[src/rtl/put_pkg.sv]
// Shared definitions for the operand put sequencer.
package put_pkg;
  localparam int W      = 8;
  localparam int MAXOPS = 3;
  localparam int IDXW   = 2;

  typedef enum logic [1:0] {
    IDLE = 2'd0,
    PUT  = 2'd1,
    OP   = 2'd2
  } state_e;
endpackage

[src/rtl/put_sequencer.sv]
// Issues up to three latched operand beats, then one operate beat, to an accumulator.
// Outputs are combinational from state and acc_ready; acc_ready low stalls in place.
module put_sequencer #(
  parameter int W      = 8,
  parameter int MAXOPS = 3
) (
  input  logic         clk,
  input  logic         reset,
  input  logic         req_valid,
  output logic         req_ready,
  input  logic [1:0]   req_count,
  input  logic [W-1:0] req_op0,
  input  logic [W-1:0] req_op1,
  input  logic [W-1:0] req_op2,
  input  logic         acc_ready,
  output logic         putEn,
  output logic         opEn,
  output logic [W-1:0] value,
  input  logic         flush,
  output logic         busy,
  output logic         seq_done
);
  import put_pkg::*;

  state_e          state_q, state_d;
  logic [IDXW-1:0] idx_q, idx_d;
  logic [1:0]      cnt_q, cnt_d;
  logic [W-1:0]    ops_q [MAXOPS];
  logic [W-1:0]    ops_d [MAXOPS];
  logic            done_q, done_d;

  always_ff @(posedge clk) begin
    if (reset) begin
      state_q <= IDLE;
      idx_q   <= '0;
      cnt_q   <= '0;
      done_q  <= 1'b0;
      for (int i = 0; i < MAXOPS; i++) ops_q[i] <= '0;
    end else begin
      state_q <= state_d;
      idx_q   <= idx_d;
      cnt_q   <= cnt_d;
      done_q  <= done_d;
      for (int i = 0; i < MAXOPS; i++) ops_q[i] <= ops_d[i];
    end
  end

  always_comb begin
    state_d = state_q;
    idx_d   = idx_q;
    cnt_d   = cnt_q;
    done_d  = 1'b0;
    for (int i = 0; i < MAXOPS; i++) ops_d[i] = ops_q[i];

    case (state_q)
      IDLE: begin
        if (req_valid && !flush) begin
          cnt_d    = req_count;
          ops_d[0] = req_op0;
          ops_d[1] = req_op1;
          ops_d[2] = req_op2;
          idx_d    = '0;
          state_d  = (req_count != 2'd0) ? PUT : OP;
        end
      end
      PUT: begin
        if (flush) begin
          state_d = IDLE;
        end else if (acc_ready) begin
          idx_d = idx_q + 1'b1;
          if (idx_q == cnt_q - 2'd1) state_d = OP;
        end
      end
      OP: begin
        if (flush) begin
          state_d = IDLE;
        end else if (acc_ready) begin
          state_d = IDLE;
          done_d  = 1'b1;
        end
      end
      default: state_d = IDLE;
    endcase

    // An aborted sequence leaves nothing behind for the next request to see.
    if (flush && state_q != IDLE) begin
      idx_d = '0;
      cnt_d = '0;
      for (int i = 0; i < MAXOPS; i++) ops_d[i] = '0;
    end
  end

  always_comb begin
    value = '0;
    if (state_q == PUT) value = ops_q[idx_q];
  end

  assign req_ready = (state_q == IDLE);
  assign busy      = (state_q != IDLE);
  assign putEn     = (state_q == PUT) && acc_ready;
  // Operate beat is withheld while flushing so an aborted sequence never operates.
  assign opEn      = (state_q == OP) && acc_ready && !flush;
  assign seq_done  = done_q;
endmodule

[config.mk]
export PLATFORM = sky130hd
export DESIGN_NAME = put_sequencer
export DESIGN_NICKNAME = d
export VERILOG_FILES = /design/src/rtl/put_pkg.sv /design/src/rtl/put_sequencer.sv
export SDC_FILE = /design/constraint.sdc
export NUM_CORES = 1
export LEC_CHECK = 0
export ABC_AREA = 1
export CAP_MARGIN = 10
export CORE_ASPECT_RATIO = 1.75
export CORE_MARGIN = 2
export CORE_UTILIZATION = 52
export CTS_CLUSTER_SIZE = 25
export DETAILED_ROUTE_END_ITERATION = 6
export PLACE_DENSITY_LB_ADDON = 0.1
export SLEW_MARGIN = 20
export SYNTH_ARGS = -nofsm -noshare
export SYNTH_HDL_FRONTEND = slang
export SYNTH_SLANG_ARGS = --single-unit
[constraint.sdc]
create_clock -name clk -period 4.5 [get_ports clk]
set_clock_uncertainty 0.2 [all_clocks]
set_input_delay 0.9 -clock clk [delete_from_list [all_inputs] [get_ports clk]]
set_output_delay 0.9 -clock clk [all_outputs]
set_load 0.005 [all_outputs]
==> qor.txt <==
STATUS
---------------------------------------------------------------------------------
Status ............................................................. finished, final reports clean

STA
---------------------------------------------------------------------------------
Total negative slack ...............................................         0 ns
Smallest hold slack ................................................     0.282 ns
Final worst-path setup slack .......................................      1.12 ns
Upper clock frequency limit ........................................      296 MHz
Min cycle time layout ..............................................      3.38 ns
Count of final max-slew check failures .............................            0
Hold Fails Final Rpt ...............................................            0
Slew at the pin with the worst max-slew slack ......................     0.967 ns
Setup violations, final ............................................            0
Final Cycle Share ..................................................        0.750
Setup repair after global routing missed its margin ................        false
Relative max-transition margin .....................................        0.354

SYNTH
---------------------------------------------------------------------------------
Synthesized area divided by synthesized cell count .................    8.93 um^2
Library cell occupying the most area in the post-synthesis netlist .     edfxtp_1
Gate count of the mapped netlist ...................................          193
Area contributors post-synth ....................................... edfxtp_1, inv_1, dfxtp_1
Count of state elements after synthesis ............................           33
Library cells used by synthesis ....................................           24
Number of enable-type register cells in the synthesized netlist ....           24
Post-Synthesis Net Count ...........................................          224
Syn. warnings ......................................................            0
Count leader, synth ................................................        inv_1
Commonest cells in the netlist ..................................... inv_1, edfxtp_1, nor2_2, nand2_1
Synth async-reset ratio ............................................            0
Area of the mapped netlist .........................................    1720 um^2
Top cell type's share of synthesized area ..........................        0.418
Sequential share of the synthesized area ...........................        0.522
Predominant post-synthesis flop cell ...............................     edfxtp_1

HOLD PATH
---------------------------------------------------------------------------------
Worst Hold Launch ..................................................     cnt_q[1]
Hold Path Depth ....................................................            2
Classification of the worst-slack hold path ........................ flop to flop

DIE
---------------------------------------------------------------------------------
Full die area ......................................................    3810 um^2
Core footprint .....................................................    3140 um^2
Row count ..........................................................           27
Width of the chip ..................................................      47.5 um
Die height .........................................................      80.2 um
I/O pin cnt ........................................................           44
Starting density of the core .......................................        0.549

GLOBAL ROUTING
---------------------------------------------------------------------------------
Global route total overflow ........................................            0
Number of antenna violations at the first check in global routing ..            0
Wire length of the first global-routing pass .......................      5.72 mm
Total global-route track usage .....................................        0.217
Vias in the first global route .....................................         1446
Largest net degree at the start of global routing ..................           25

SETUP PATH
---------------------------------------------------------------------------------
Worst flop-to-flop path startpoint .................................   state_q[0]
Type of element capturing the critical path ........................   output pin
Startpoint class of the critical path .............................. primary input
CP required ........................................................      3.40 ns
Number of cell instances on the worst register-to-register path ....            4
Largest fanout on the critical path ................................            4
Critical path launch point .........................................    acc_ready
Data arrival time at the worst-slack endpoint ......................      2.28 ns
CP Class ........................................................... primary input to output pin

POWER
---------------------------------------------------------------------------------
Areal power density over the cells .................................  419 nW/um^2
Reported net switching power .......................................     0.301 mW
Clock network fraction of total power ..............................        0.218
Switching power as a share of total power ..........................        0.318
Logic gate share of total power ....................................        0.324
Cell-internal power ................................................     0.646 mW
Reg power frac .....................................................        0.458
Leakage power figure ...............................................      1.04 nW
Peak supply drop ...................................................   0.000311 V

DETAILED ROUTING
---------------------------------------------------------------------------------
Routed length per instance .........................................      12.8 um
Vias per std cell ..................................................         4.80
First-iteration detailed-routing DRC count .........................           35
DRT antenna net count ..............................................            0
First-pass detailed-route iteration total ..........................            4
Total via count in the routed design ...............................         1357
Post-route DRC .....................................................            0
Final Routed Wirelength ............................................      3.63 mm

FINISH
---------------------------------------------------------------------------------
Diodes inserted ....................................................            0
P&R area growth vs syn .............................................        31.1%
Layout cells sized above 1 .........................................        0.183
Fraction of the core area covered by cells at the end of the flow ..        0.720
Total number of nets in the final design ...........................          270

CLOCKING
---------------------------------------------------------------------------------
CTS root buf .......................................................     clkbuf_8
H-tree levels ......................................................            2
Post-cts sizing count ..............................................            0
Total CTS buffers ..................................................            5
Clock transition at the registers of the reported paths ............      0.06 ns
Post-CTS Repair Setup Buffers ......................................            0
Post-CTS Hold Buffers ..............................................            0
CTS Buffer Depth ...................................................            2
Clock tree from TritonCTS ..........................................          yes
Number of sinks on the clock net ...................................           33
Clock Latency Late Sink ............................................      0.27 ns

PLACED DESIGN
---------------------------------------------------------------------------------
I/O Buffers ........................................................           43
HPWL Detailed ......................................................      2.89 mm
Placer congestion estimate .........................................        0.832
Pre-CTS WS .........................................................      1.12 ns

RUN
---------------------------------------------------------------------------------
Number of maximum-capacitance constraint violations ................            0

[state kept, by name, indices dropped and copies added (netlist names), named ones only]
| signal | count |
|---|---|
| state_q | 2 |
| seq_done | 1 |
| idx_q | 2 |
| ops_q | 24 |
| cnt_q | 2 |
[worst paths after layout]
check                              endpoint  slack [ns]
worst min register to register     cnt_q[1]        0.28
worst min-delay path               cnt_q[1]        0.28
worst max-delay path                   opEn        1.12
worst max register to register  ops_q[0][5]        2.33
[kinds of logic after synthesis]
family	after synthesis	share of synthesized area
simple gates	65	0.205
buf+inv	60	0.140
flops	33	0.522
compound gates	27	0.0805
mux	8	0.0523
[final cells by class]
class | count | area, um^2
Timing Repair Buffer | 43 | 430
Inverter | 56 | 210
Multi-Input combinational cell | 100 | 582
Clock inverter | 2 | 11.3
Clock buffer | 6 | 72.6
Tap cell | 43 | 53.8
Fill cell | 250 | 881
Sequential cell | 33 | 901
[metal layers]
metal,share of wire,GRT usage,up-vias
met5,0,0,-
met4,0.054,0.133,0
li1,-,-,685
met3,0.045,0.0562,18
met2,0.59,0.414,45
met1,0.31,0.171,609
[placed cells by master, fill, tap and decap left out, types with 2 or more instances in the layout]
cell type and instances:
o21ai_1 2, a21oi_1 13, edfxtp_1 24, inv_1 54, nand2_2 2, mux2_2 8
inv_2 2, clkbuf_8 5, nor2_2 20, nor2_4 2, nor2_1 13, dfxtp_1 9
nand2_1 18, o21ai_0 11, nand3_1 4, clkdlybuf4s50_1 43
[worst max-delay path: stages]
cell and delay, ns:
clkdlybuf4s50_1 0.54, inv_1 0.09, nor3_1 0.21, clkdlybuf4s50_1 0.54
[power groups by stage]
stage	Clock, mW	Combinational [mW]	Sequential (mW)
4_1_cts	0.211	0.311	0.434
5_1_grt	0.223	0.343	0.441
6_report	0.206	0.307	0.433
3_5_place_dp	0	0.310	0.440
3_3_place_gp	0	0.298	0.436
2_1_floorplan	0	0.194	0.424
[stage by stage]
stage	cell area (um^2)	instances	power, mW
CTS	2260	283	0.955
finish	2260	283	0.946
global route	2260	283	1.01
global placement	2180	275	0.734
detailed placement	2180	275	0.750
floorplan	1720	193	0.618
(Power assumes the default switching activity.)
